<file path="config.mk">
export PLATFORM = sky130hd
export DESIGN_NAME = servo_pwm_bank
export DESIGN_NICKNAME = d
export VERILOG_FILES = /design/src/rtl/servo_pwm_bank.sv
export SDC_FILE = /design/constraint.sdc
export NUM_CORES = 1
export LEC_CHECK = 0
export ABC_CLOCK_PERIOD_IN_PS = 3800
export CAP_MARGIN = 20
export CORE_AREA = 3 3 135 124
export CTS_CLUSTER_DIAMETER = 30
export DETAILED_ROUTE_END_ITERATION = 10
export DIE_AREA = 0 0 138 127
export PLACE_DENSITY = 0.84
export SLEW_MARGIN = 0
export SYNTH_ARGS = -nofsm -noshare
export SYNTH_HDL_FRONTEND = slang
export SYNTH_SLANG_ARGS = --single-unit
export TNS_END_PERCENT = 50
</file>
<file path="constraint.sdc">
create_clock -name clock -period 3.8 [get_ports clock]
set_input_delay 0.76 -clock clock [delete_from_list [all_inputs] [get_ports clock]]
set_output_delay 0.76 -clock clock [all_outputs]
set_load 0.01 [all_outputs]
</file>
<file path="src/rtl/servo_pwm_bank.sv">
// Multi-channel servo PWM generator: shared prescaler and period counter, per-channel
// double-buffered duty with optional ramp slewing applied at each period boundary.
module servo_pwm_bank #(
    parameter int CHANNELS  = 4,
    parameter int CNT_W     = 12,
    parameter int DUTY_W    = 8,
    parameter int PRE_W     = 16,
    parameter int MIN_PULSE = 64,
    parameter int RAMP_STEP = 1,
    parameter int AW        = (CHANNELS > 1) ? $clog2(CHANNELS) : 1
) (
    input  logic                clock,
    input  logic                reset_n,
    input  logic                enable,
    input  logic [PRE_W-1:0]    prescale,
    input  logic [CNT_W-1:0]    endcount,
    input  logic                wr_en,
    input  logic [AW-1:0]       wr_addr,
    input  logic [DUTY_W-1:0]   wr_data,
    input  logic [CHANNELS-1:0] ramp_en,
    output logic [CHANNELS-1:0] pwm_out,
    output logic                period_start,
    output logic [CHANNELS-1:0] settled
);

    localparam int SUM_W = ((CNT_W > DUTY_W) ? CNT_W : DUTY_W) + 1;

    logic [PRE_W-1:0]  pre_cnt;
    logic [CNT_W-1:0]  counter;
    logic [DUTY_W-1:0] target [CHANNELS];
    logic [DUTY_W-1:0] active [CHANNELS];
    logic              tick;
    logic              wrap;
    logic [31:0]       wr_idx;

    // Pulse length in ticks, kept one bit wider than either operand so it never wraps.
    function automatic logic [SUM_W-1:0] pulse_len(input logic [DUTY_W-1:0] duty);
        return SUM_W'(MIN_PULSE) + SUM_W'(duty);
    endfunction

    // Move toward the target by at most RAMP_STEP, landing exactly on it when closer.
    function automatic logic [DUTY_W-1:0] ramp_toward(input logic [DUTY_W-1:0] cur,
                                                      input logic [DUTY_W-1:0] tgt);
        logic [DUTY_W-1:0] diff;
        logic [DUTY_W-1:0] result;
        result = tgt;
        if (cur < tgt) begin
            diff = tgt - cur;
            if (32'(diff) > 32'(RAMP_STEP))
                result = cur + DUTY_W'(RAMP_STEP);
        end else if (cur > tgt) begin
            diff = cur - tgt;
            if (32'(diff) > 32'(RAMP_STEP))
                result = cur - DUTY_W'(RAMP_STEP);
        end
        return result;
    endfunction

    assign tick   = enable && (pre_cnt == prescale);
    assign wrap   = tick && (counter >= endcount);
    assign wr_idx = 32'(wr_addr);

    // Timebase stage: prescaler, period counter and the boundary strobe.
    always_ff @(posedge clock) begin
        if (!reset_n) begin
            pre_cnt      <= '0;
            counter      <= '0;
            period_start <= 1'b0;
        end else if (!enable) begin
            pre_cnt      <= '0;
            counter      <= '0;
            period_start <= 1'b0;
        end else begin
            pre_cnt      <= tick ? '0 : pre_cnt + 1'b1;
            period_start <= wrap;
            if (tick)
                counter <= (counter >= endcount) ? '0 : counter + 1'b1;
        end
    end

    // Channel stage: duty buffers and the registered compare against the counter.
    always_ff @(posedge clock) begin
        if (!reset_n) begin
            for (int i = 0; i < CHANNELS; i++) begin
                target[i] <= '0;
                active[i] <= '0;
            end
            pwm_out <= '0;
        end else begin
            for (int i = 0; i < CHANNELS; i++) begin
                if (wr_en && (wr_idx == 32'(i)))
                    target[i] <= wr_data;
                if (wrap)
                    active[i] <= ramp_en[i] ? ramp_toward(active[i], target[i]) : target[i];
                pwm_out[i] <= enable && (SUM_W'(counter) < pulse_len(active[i]));
            end
        end
    end

    always_comb begin
        settled = '0;
        for (int i = 0; i < CHANNELS; i++)
            settled[i] = (active[i] == target[i]);
    end

endmodule
</file>
==> impl_metrics.csv, run 1 <==
group,metric,value,unit
outcome,status,"completed",
timing,final_max_slew_viol_count,0,
timing,finClkSkew,9.57,ps
finish,final.fill_count,1220,
clock_tree,insertion_delay,360,ps
die,fp.dieArea,0.0175,mm^2
clock_tree,clk_path_buf_depth,2,
timing,timing.hold.ws,502,ps
clock_tree,post_cts_buffers,0,
power,powerDensity,288,mW/mm^2
grt,grt-ovfl-total,0,
grt,grt_pass1_vias,8232,
synth,synth_top_family_by_area,"simple AND/OR/NAND/NOR gates",
synth,synth_compound_area_share,18.6,%
synth,synth.top_cells.by_count,"ha_1 (118), inv_1 (105), nor2_1 (91)",
grt,grt_pass1_wl,40300,um
power,vdd_ir_drop_max,0.211,mV
worst_hold_path,hold_start,"pre_cnt[0]$_SDFF_PP0_",
finish,area_growth,11.5,%
synth,yosysSeqAreaShare,27.1,%
setup_path,reg2reg_slack,250,ps
setup_path,cp_slowest_cell,"a2111oi_2",
setup_path,cp_max_fo,5,
worst_hold_path,hold_depth,1,
die,initial_core_util,62.0,%
die,core,0.0154,mm^2
setup_path,worstSetupPathType,"register to register",
place,io_buffers,54,
synth,yosysTopAreaCell,"edfxtp_1",
timing,fin_crit_sh,93.5,%
clock_tree,htreeDepth,3,
synth,synthesis.nets,1285,
power,leakagePower,4.45,nW
route,post_drt_wl_per_cell,17.8,um
setup_path,r2r_start,"active[2][0]$_SDFFCE_PN0P_",
synth,ys_async_sr_fraction,0,%
synth,synth_area_leaders,"edfxtp_1 (20%), ha_1 (15%), dfxtp_1 (6.9%), xnor2_1 (6.1%), inv_1 (4.1%)",
setup_path,path_cells,"inv_1 -> ha_1 -> fa_1 -> nand2b_1 -> a2111oi_2 -> o211ai_1 -> a21bo_2 -> a21oi_1 -> or2_4 -> nor2_1 -> a2111oi_1",
place,place_ws,391,ps
setup_path,worst_setup_path_end_kind,"register",
grt,antenna_found_initial,0,
worst_hold_path,hold_end,"pre_cnt[0]$_SDFF_PP0_",
worst_hold_path,hold_class,"register to register",
synth,synth-edff-count,64,
setup_path,crit_path_start_kind,"register",
route,drc_errors,0,
synth,ys_warn_count,0,
setup_path,cp.required,3940,ps
timing,setup_tns,0,ps
synth,ys_ff_latch,97,
synth,synth_top_area_share,20.2,%
timing,maxSlewHeadroom,50.4,%
grt,grt.total_usage,27.4,%
setup_path,worstRegToRegCells,11,
timing,setup_viol_count_final,0,
synth,syn_inst,1113,
finish,multiInputGateArea,0.00642,mm^2
timing,worst_pin_slew,741,ps
place,dpl.hpwl,18500,um
synth,syn_area_per_cell,8.57,um^2
route,firstDrtPassIters,7,
clock_tree,cts_hold_buf,0,
job,drv_cap,0,
place,globalplace.congestion,0.958,
route,antenna_left,0,
die,io_pins,55,
synth,synthSimpleGateAreaFrac,20.5,%
clock_tree,clk_pin_slew,70,ps
synth,ys_types,78,
route,drt_iter0_markers,831,
timing,fmax,282,MHz
synth,synth.most_common_cell,"ha_1",
finish,nNetsFinal,1333,
clock_tree,cts_tree,"yes",
synth,syn-cell-area,0.00953,mm^2
clock_tree,cts_sinks,97,
setup_path,reg2reg_to,"active[2][4]$_SDFFCE_PN0P_",
die,die_x,138,um
die,chipHeight,127,um
timing,min_period,3550,ps
timing,fin_ws,248,ps
die,core.rowCount,43,
clock_tree,cts_root_buf,"clkbuf_16",
setup_path,worstPathArrival,3690,ps
grt,grt_max_degree,33,
synth,synth_fa_ha_area_share,17.2,%
route,vias,8549,
timing,grt_setup_unrepaired,"false",
route,viasPerCell,6.25,
finish,diodes,0,
setup_path,max_stage_delay,450,ps
finish,finalNonFillerCells,1368,
synth,muxShareOfSynthArea,2.60,%
synth,synth_ff_type,"edfxtp_1",
route,drt-total-wl,24400,um
finish,final_layout_size_suffix_gt1_share,4.63,%
timing,finalHoldViolCount,0,
synth,synthXorXnorAreaFrac,8.45,%
place,dp_cells,1352,
clock_tree,numCtsBuffers,9,
clock_tree,cts-resized-gates,0,
finish,seqCellArea,0.00258,mm^2
-- per-stage QoR --
| step | utilization, % | area [um^2] | power (mW) |
|---|---|---|---|
| global placement | 66.9 | 10300 | 2.00 |
| floorplan | - | 9530 | 1.79 |
| detailed placement | 66.9 | 10300 | 2.02 |
| finish | 69.1 | 10600 | 3.06 |
| CTS | 69.1 | 10600 | 3.04 |
| global route | 69.1 | 10600 | 3.19 |
-- cells in the final DEF, fill, tap and decap left out, types with 6 or more instances in the layout --
| cell type | synthesis | final |
|---|---|---|
| clkdlybuf4s50_1 | 0 | 54 |
| o211ai_1 | 7 | 7 |
| nand3b_1 | 9 | 9 |
| nor2b_1 | 13 | 13 |
| or3_1 | 7 | 7 |
| a21oi_1 | 72 | 72 |
| inv_1 | 105 | 105 |
| clkbuf_16 | 0 | 9 |
| o22ai_1 | 7 | 7 |
| o31a_1 | 6 | 6 |
| nor3b_1 | 12 | 12 |
| o21ai_0 | 49 | 49 |
| a21o_1 | 24 | 24 |
| nor3_1 | 27 | 27 |
| xnor2_1 | 66 | 66 |
| o21a_1 | 10 | 10 |
| nand2_1 | 53 | 53 |
| or2_2 | 7 | 7 |
| xor2_1 | 26 | 26 |
| a211oi_1 | 13 | 13 |
| ha_1 | 118 | 118 |
| and2_1 | 37 | 37 |
| nand4_1 | 23 | 23 |
| edfxtp_1 | 64 | 64 |
| nand2b_1 | 17 | 17 |
| a31oi_1 | 7 | 7 |
| fa_1 | 8 | 8 |
| mux2i_1 | 18 | 18 |
| nor2_1 | 91 | 91 |
| nand3_1 | 41 | 41 |
| buf_4 | 0 | 12 |
| nor4_1 | 12 | 12 |
| and3_1 | 12 | 12 |
| or4_1 | 6 | 6 |
| dfxtp_1 | 33 | 33 |
-- power by group --
part	switching (mW)	leakage, nW	internal (mW)
clock network	0.450	0.164	0.592
logic	0.451	3.38	0.344
registers	0.0585	0.912	1.17
total	0.960	4.45	2.10
-- worst max path at each step --
| stage | endpoint | start | cells after the start | slack [ps] |
|---|---|---|---|---|
| floorplan | active[3][3]$_SDFFCE_PN0P_ | active[3][0]$_SDFFCE_PN0P_ | 11 | 700 |
| global placement | active[3][3]$_SDFFCE_PN0P_ | active[3][0]$_SDFFCE_PN0P_ | 10 | 510 |
| detailed placement | active[3][3]$_SDFFCE_PN0P_ | active[3][0]$_SDFFCE_PN0P_ | 10 | 390 |
| CTS | active[2][4]$_SDFFCE_PN0P_ | active[2][0]$_SDFFCE_PN0P_ | 11 | 330 |
| global route | active[3][3]$_SDFFCE_PN0P_ | active[3][0]$_SDFFCE_PN0P_ | 10 | 30 |
| finish | active[2][4]$_SDFFCE_PN0P_ | active[2][0]$_SDFFCE_PN0P_ | 11 | 250 |
-- sequential cells by signal (all words and copies together) (netlist names) --
register and count:
pwm_out 4, pre_cnt 16, target 32, counter 12, period_start 1, active 32
-- area by class of cell --
| class | instances | area share (%) |
|---|---|---|
| inverter | 106 | 3.74 |
| clock buffer | 9 | 2.12 |
| multi-input combinational | 880 | 60.3 |
| tap | 202 | 2.38 |
| clock inverter | 7 | 1.02 |
| sequential | 97 | 24.3 |
| timing repair buffer | 67 | 6.12 |
-- critical path: cells and delay by family (launching register included) --
family / cells / cell delay (ps)
buffers and inverters: 1 / 120
adders and majority gates: 2 / 650
and+or+nand+nor: 3 / 500
DFF: 1 / 420
AOI/OAI and AO/OA: 5 / 1650
-- cells by family (layout without fill, tap and decap cells) --
kind of cell	Yosys count	after routing
compound gates	264	264
xor+xnor	92	92
mux	23	23
buf+inv	136	189
flops	97	97
simple gates	375	375
fa+ha+maj	126	126
-- metal layers --
| layer | track usage, % | vias up | part of all wire, % |
|---|---|---|---|
| met3 | 3.82 | 56 | 7.0 |
| met1 | 37.8 | 3995 | 45 |
| met4 | 8.43 | 0 | 2.1 |
| met5 | 0 | - | 0 |
| li1 | - | 4114 | - |
| met2 | 45.1 | 384 | 46 |
No activity file was read; power rests on OpenSTA's default activity.
==> run 2: changes to the inputs <==
--- a/config.mk
+++ b/config.mk
@@ -5,13 +5,13 @@
 export SDC_FILE = /design/constraint.sdc
 export NUM_CORES = 1
 export LEC_CHECK = 0
-export ABC_CLOCK_PERIOD_IN_PS = 3800
+export ABC_CLOCK_PERIOD_IN_PS = 4450
 export CAP_MARGIN = 20
-export CORE_AREA = 3 3 135 124
+export CORE_AREA = 3 3 132 121
 export CTS_CLUSTER_DIAMETER = 30
 export DETAILED_ROUTE_END_ITERATION = 10
-export DIE_AREA = 0 0 138 127
-export PLACE_DENSITY = 0.84
+export DIE_AREA = 0 0 135 124
+export PLACE_DENSITY = 0.87
 export SLEW_MARGIN = 0
 export SYNTH_ARGS = -nofsm -noshare
 export SYNTH_HDL_FRONTEND = slang
==> constraint.sdc (replaced) <==
create_clock -name clock -period 4.45 [get_ports clock]
set_input_delay 0.89 -clock clock [delete_from_list [all_inputs] [get_ports clock]]
set_output_delay 0.89 -clock clock [all_outputs]
set_load 0.01 [all_outputs]
==> impl_metrics.csv, run 2 (synthesized netlist as in run 1, its figures left out) <==
group,metric,value,unit
place,io_buffers,54,
timing,setup_tns,0,ps
clock_tree,clk_pin_slew,70,ps
clock_tree,insertion_delay,350,ps
finish,seqCellArea,0.00258,mm^2
setup_path,reg2reg_slack,880,ps
clock_tree,cts_sinks,97,
clock_tree,clk_path_buf_depth,2,
die,initial_core_util,65.0,%
timing,min_period,3570,ps
grt,grt_pass1_vias,8158,
power,leakagePower,4.40,nW
die,fp.dieArea,0.0167,mm^2
route,post_drt_wl_per_cell,18.1,um
timing,setup_viol_count_final,0,
timing,grt_setup_unrepaired,"false",
timing,finClkSkew,13.7,ps
power,p_total,2.56,mW
setup_path,cp-endpoint,"active[3][3]$_SDFFCE_PN0P_",
setup_path,crit_start,"active[3][0]$_SDFFCE_PN0P_",
die,io_pins,55,
timing,timing.hold.ws,496,ps
die,die_x,135,um
timing,finalHoldViolCount,0,
finish,finalNonFillerCells,1359,
die,chipHeight,124,um
clock_tree,cts_tree,"yes",
finish,largestRegisters,"active x32, target x32, pre_cnt x16",
route,drc_errors,0,
setup_path,crit_path_start_kind,"register",
place,dp_cells,1339,
grt,grt-ovfl-total,0,
power,vdd_ir_drop_max,0.216,mV
finish,area_growth,10.7,%
finish,final_layout_size_suffix_gt1_share,4.13,%
grt,grt_max_degree,33,
setup_path,worstRegToRegCells,11,
clock_tree,htreeDepth,3,
timing,final_max_slew_viol_count,0,
route,antenna_left,0,
die,core,0.0147,mm^2
route,drt-total-wl,24700,um
timing,fin_crit_sh,80.3,%
finish,multiInputGateArea,0.00642,mm^2
setup_path,worstSetupPathType,"register to register",
clock_tree,numCtsBuffers,9,
route,viasPerCell,6.36,
setup_path,cp.required,4530,ps
finish,final.fill_count,1060,
route,firstDrtPassIters,5,
timing,maxSlewHeadroom,45.6,%
place,dpl.hpwl,18400,um
timing,fmax,280,MHz
finish,diodes,0,
grt,antenna_found_initial,0,
job,drv_cap,0,
grt,grt.total_usage,29.3,%
power,powerDensity,242,mW/mm^2
setup_path,r2r_start,"active[3][0]$_SDFFCE_PN0P_",
setup_path,cp_max_fo,10,
route,vias,8644,
worst_hold_path,hold_class,"register to register",
clock_tree,post_cts_buffers,0,
finish,layout_common_cells,"ha_1 (118), inv_1 (105), nor2_1 (91)",
setup_path,reg2reg_to,"active[3][3]$_SDFFCE_PN0P_",
route,drt_iter0_markers,844,
place,globalplace.congestion,0.964,
clock_tree,cts_hold_buf,0,
outcome,status,"completed",
finish,layout_commonest_cell,"ha_1",
clock_tree,cts_root_buf,"clkbuf_16",
die,core.rowCount,42,
timing,worst_pin_slew,812,ps
setup_path,worstPathArrival,3660,ps
grt,grt_pass1_wl,39800,um
clock_tree,cts-resized-gates,0,
worst_hold_path,hold_depth,1,
finish,nNetsFinal,1328,
setup_path,worst_setup_path_end_kind,"register",
## run 2: changes by cell type in the layout (fill, tap and decap cells not counted), sizes merged
cell / delta
clkinvlp: +3
inv: -2
clkbuf: +2
clkinv: -2
buf: -6
## run 2: worst min-delay path by stage
stage | startpoint | end | slack, ps
after floorplan | pre_cnt[0]$_SDFF_PP0_ | pre_cnt[0]$_SDFF_PP0_ | 450
after global placement | pre_cnt[0]$_SDFF_PP0_ | pre_cnt[0]$_SDFF_PP0_ | 470
after detailed placement | pre_cnt[0]$_SDFF_PP0_ | pre_cnt[0]$_SDFF_PP0_ | 480
after CTS | pre_cnt[0]$_SDFF_PP0_ | pre_cnt[0]$_SDFF_PP0_ | 500
after global routing | pre_cnt[0]$_SDFF_PP0_ | pre_cnt[0]$_SDFF_PP0_ | 560
final | pre_cnt[0]$_SDFF_PP0_ | pre_cnt[0]$_SDFF_PP0_ | 500
## run 2: layer usage
metal	GRT usage [%]	vias up	routed length (um)
met1	40.0	4032	10600
met3	4.04	78	1920
met5	0	-	0
li1	-	4116	-
met4	10.8	0	713
met2	47.8	418	11400
## run 2: worst max-delay path, stage by stage, from the launching register on
cell and delay, ps:
edfxtp_1 520, inv_1 130, ha_1 220, fa_1 380
and2b_1 240, o31a_1 150, o21bai_1 120, a21oi_1 550
a21oi_1 220, a32o_1 310, o41ai_1 360, a21oi_1 110
## run 2: stage by stage
step	area (um^2)	util (%)	worst slack, ps
floorplan	9530	-	1290
global placement	10200	69.7	939
detailed placement	10200	69.7	854
CTS	10500	71.9	928
global route	10600	72.0	569
finish	10600	72.0	877
## run 2: area by class of cell
class | instances | area share [%]
Multi-Input combinational cell | 880 | 60.8
Clock buffer | 10 | 2.17
Tap cell | 198 | 2.35
Timing Repair Buffer | 62 | 5.59
Clock inverter | 6 | 0.865
Sequential cell | 97 | 24.5
Inverter | 106 | 3.77
## run 2: power breakdown
part	internal [mW]	switching, mW	total, mW
Combinational	0.288	0.382	0.670
Sequential	0.996	0.0527	1.05
Clock	0.495	0.344	0.840
==> run 3: changes to the inputs <==
--- a/config.mk
+++ b/config.mk
@@ -5,13 +5,13 @@
 export SDC_FILE = /design/constraint.sdc
 export NUM_CORES = 1
 export LEC_CHECK = 0
-export ABC_CLOCK_PERIOD_IN_PS = 4450
+export ABC_CLOCK_PERIOD_IN_PS = 3250
 export CAP_MARGIN = 20
-export CORE_AREA = 3 3 132 121
+export CORE_AREA = 3 3 142 130
 export CTS_CLUSTER_DIAMETER = 30
 export DETAILED_ROUTE_END_ITERATION = 10
-export DIE_AREA = 0 0 135 124
-export PLACE_DENSITY = 0.87
+export DIE_AREA = 0 0 145 133
+export PLACE_DENSITY = 0.8
 export SLEW_MARGIN = 0
 export SYNTH_ARGS = -nofsm -noshare
 export SYNTH_HDL_FRONTEND = slang
==> constraint.sdc (replaced) <==
create_clock -name clock -period 3.25 [get_ports clock]
set_input_delay 0.65 -clock clock [delete_from_list [all_inputs] [get_ports clock]]
set_output_delay 0.65 -clock clock [all_outputs]
set_load 0.01 [all_outputs]
==> impl_metrics.csv, run 3 (synthesized netlist as in run 1, its figures left out) <==
group,metric,value,unit
timing,finalHoldViolCount,0,
timing,final_max_slew_viol_count,0,
power,leakagePower,4.72,nW
setup_path,reg2reg_slack,100,ps
setup_path,crit_path_start_kind,"register",
timing,setup_viol_count_final,0,
place,globalplace.congestion,0.992,
clock_tree,cts_root_buf,"clkbuf_16",
route,wirelength_met1,11600,um
place,place_ws,-31.8,ps
route,viasPerCell,6.05,
finish,nNetsFinal,1389,
route,antenna_left,0,
finish,final_util,65.7,%
clock_tree,cts_hold_buf,0,
timing,fin_crit_sh,97.1,%
timing,timing.hold.ws,501,ps
die,core,0.0169,mm^2
power,vdd_ir_drop_max,0.317,mV
finish,final_layout_size_suffix_gt1_share,10.1,%
route,drc_errors,0,
job,drv_cap,0,
grt,antenna_found_initial,0,
finish,layout_commonest_cell,"ha_1",
outcome,status,"completed",
route,drt-total-wl,25700,um
grt,grt.total_usage,25.8,%
setup_path,cp_max_fo,6,
route,highest_layer,"met4",
clock_tree,clk_pin_slew,70,ps
timing,grt_setup_unrepaired,"true",
clock_tree,clk_path_buf_depth,2,
die,fp.dieArea,0.0193,mm^2
timing,worst_pin_slew,1030,ps
route,firstDrtPassIters,8,
route,vias,8809,
finish,area_growth,16.8,%
die,core.rowCount,45,
die,initial_core_util,56.3,%
route,met3_length,2060,um
clock_tree,numCtsBuffers,9,
timing,min_period,3150,ps
timing,finClkSkew,9.57,ps
setup_path,cp.required,3350,ps
worst_hold_path,hold_class,"register to register",
timing,fmax,317,MHz
place,io_buffers,54,
clock_tree,cts_sinks,97,
power,powerDensity,314,mW/mm^2
clock_tree,cts_tree,"yes",
route,drt_iter0_markers,1082,
grt,grt_max_degree,25,
route,post_drt_wl_per_cell,17.7,um
timing,maxSlewHeadroom,30.8,%
setup_path,worstPathArrival,3260,ps
setup_path,worst_setup_path_end_kind,"register",
timing,fin_ws,95.7,ps
grt,grt_pass1_vias,8161,
finish,final.fill_count,1356,
die,io_pins,55,
place,dpl.hpwl,19800,um
finish,largestRegisters,"active x32, target x32, pre_cnt x16",
clock_tree,insertion_delay,350,ps
clock_tree,htreeDepth,3,
grt,grt-ovfl-total,0,
finish,diodes,0,
grt,grt_pass1_wl,41200,um
setup_path,worstSetupPathType,"register to register",
finish,layout_common_cells,"ha_1 (118), inv_1 (105), nor2_1 (91)",
route,dr_wl_met2,11600,um
die,die_x,145,um
die,chipHeight,133,um
==> run 3: path summary, 6_finish.rpt <==
| kind | startpoint | to | cells after the start |
|---|---|---|---|
| worst min register to register | pre_cnt[0]$_SDFF_PP0_ | pre_cnt[0]$_SDFF_PP0_ | 1 |
| worst min-delay path | pre_cnt[0]$_SDFF_PP0_ | pre_cnt[0]$_SDFF_PP0_ | 1 |
| worst max-delay path | active[0][0]$_SDFFCE_PN0P_ | active[0][5]$_SDFFCE_PN0P_ | 11 |
| worst max register to register | active[0][0]$_SDFFCE_PN0P_ | active[0][5]$_SDFFCE_PN0P_ | 11 |
==> run 3: per-stage QoR <==
stage	cell area (um^2)	power, mW	TNS (ps)	std cells
floorplan	9530	2.09	0	1113
global placement	10700	2.41	0	1438
detailed placement	10700	2.42	-116	1438
CTS	11000	3.46	0	1454
global route	11100	3.66	-63.7	1457
finish	11100	3.49	0	1457
==> run 3: metal layers <==
| layer | up-vias | track usage [%] |
|---|---|---|
| met4 | 0 | 5.70 |
| met2 | 419 | 42.0 |
| met3 | 49 | 4.55 |
| met1 | 4126 | 36.3 |
| li1 | 4215 | - |
| met5 | - | 0 |
==> run 3: area by class of cell <==
| class | count | area [um^2] | area share, % |
|---|---|---|---|
| Clock inverter | 5 | 45.0 | 0.404 |
| Clock buffer | 11 | 243 | 2.18 |
| Timing Repair Buffer | 123 | 1070 | 9.62 |
| Tap cell | 235 | 294 | 2.64 |
| Inverter | 106 | 398 | 3.57 |
| Sequential cell | 97 | 2580 | 23.2 |
| Multi-Input combinational cell | 880 | 6500 | 58.4 |
==> run 3: what timing repair did <==
action / in CTS / in global routing
hold endpoints to repair: 0 / 0
resized for setup: 2 / 20
cloned: 0 / 0
pin swaps: 0 / 4
buffers inserted: 0 / 3
endpoints found under the setup margin: 1 / 27
==> run 3: power breakdown <==
part | total [mW] | internal (mW) | switching, mW
combinational | 1.03 | 0.452 | 0.583
sequential | 1.41 | 1.36 | 0.0495
clock | 1.05 | 0.555 | 0.492
total | 3.49 | 2.37 | 1.12
==> run 3: critical path, stage by stage, from the launching register on <==
cell       delay [ps]
edfxtp_1          410
buf_4             180
ha_1              200
fa_1              400
xor2_1            160
nand3_1           100
a2111oi_0         410
o2111ai_1         320
buf_4             240
o21ai_0           170
nand2_1            80
o221a_1           240
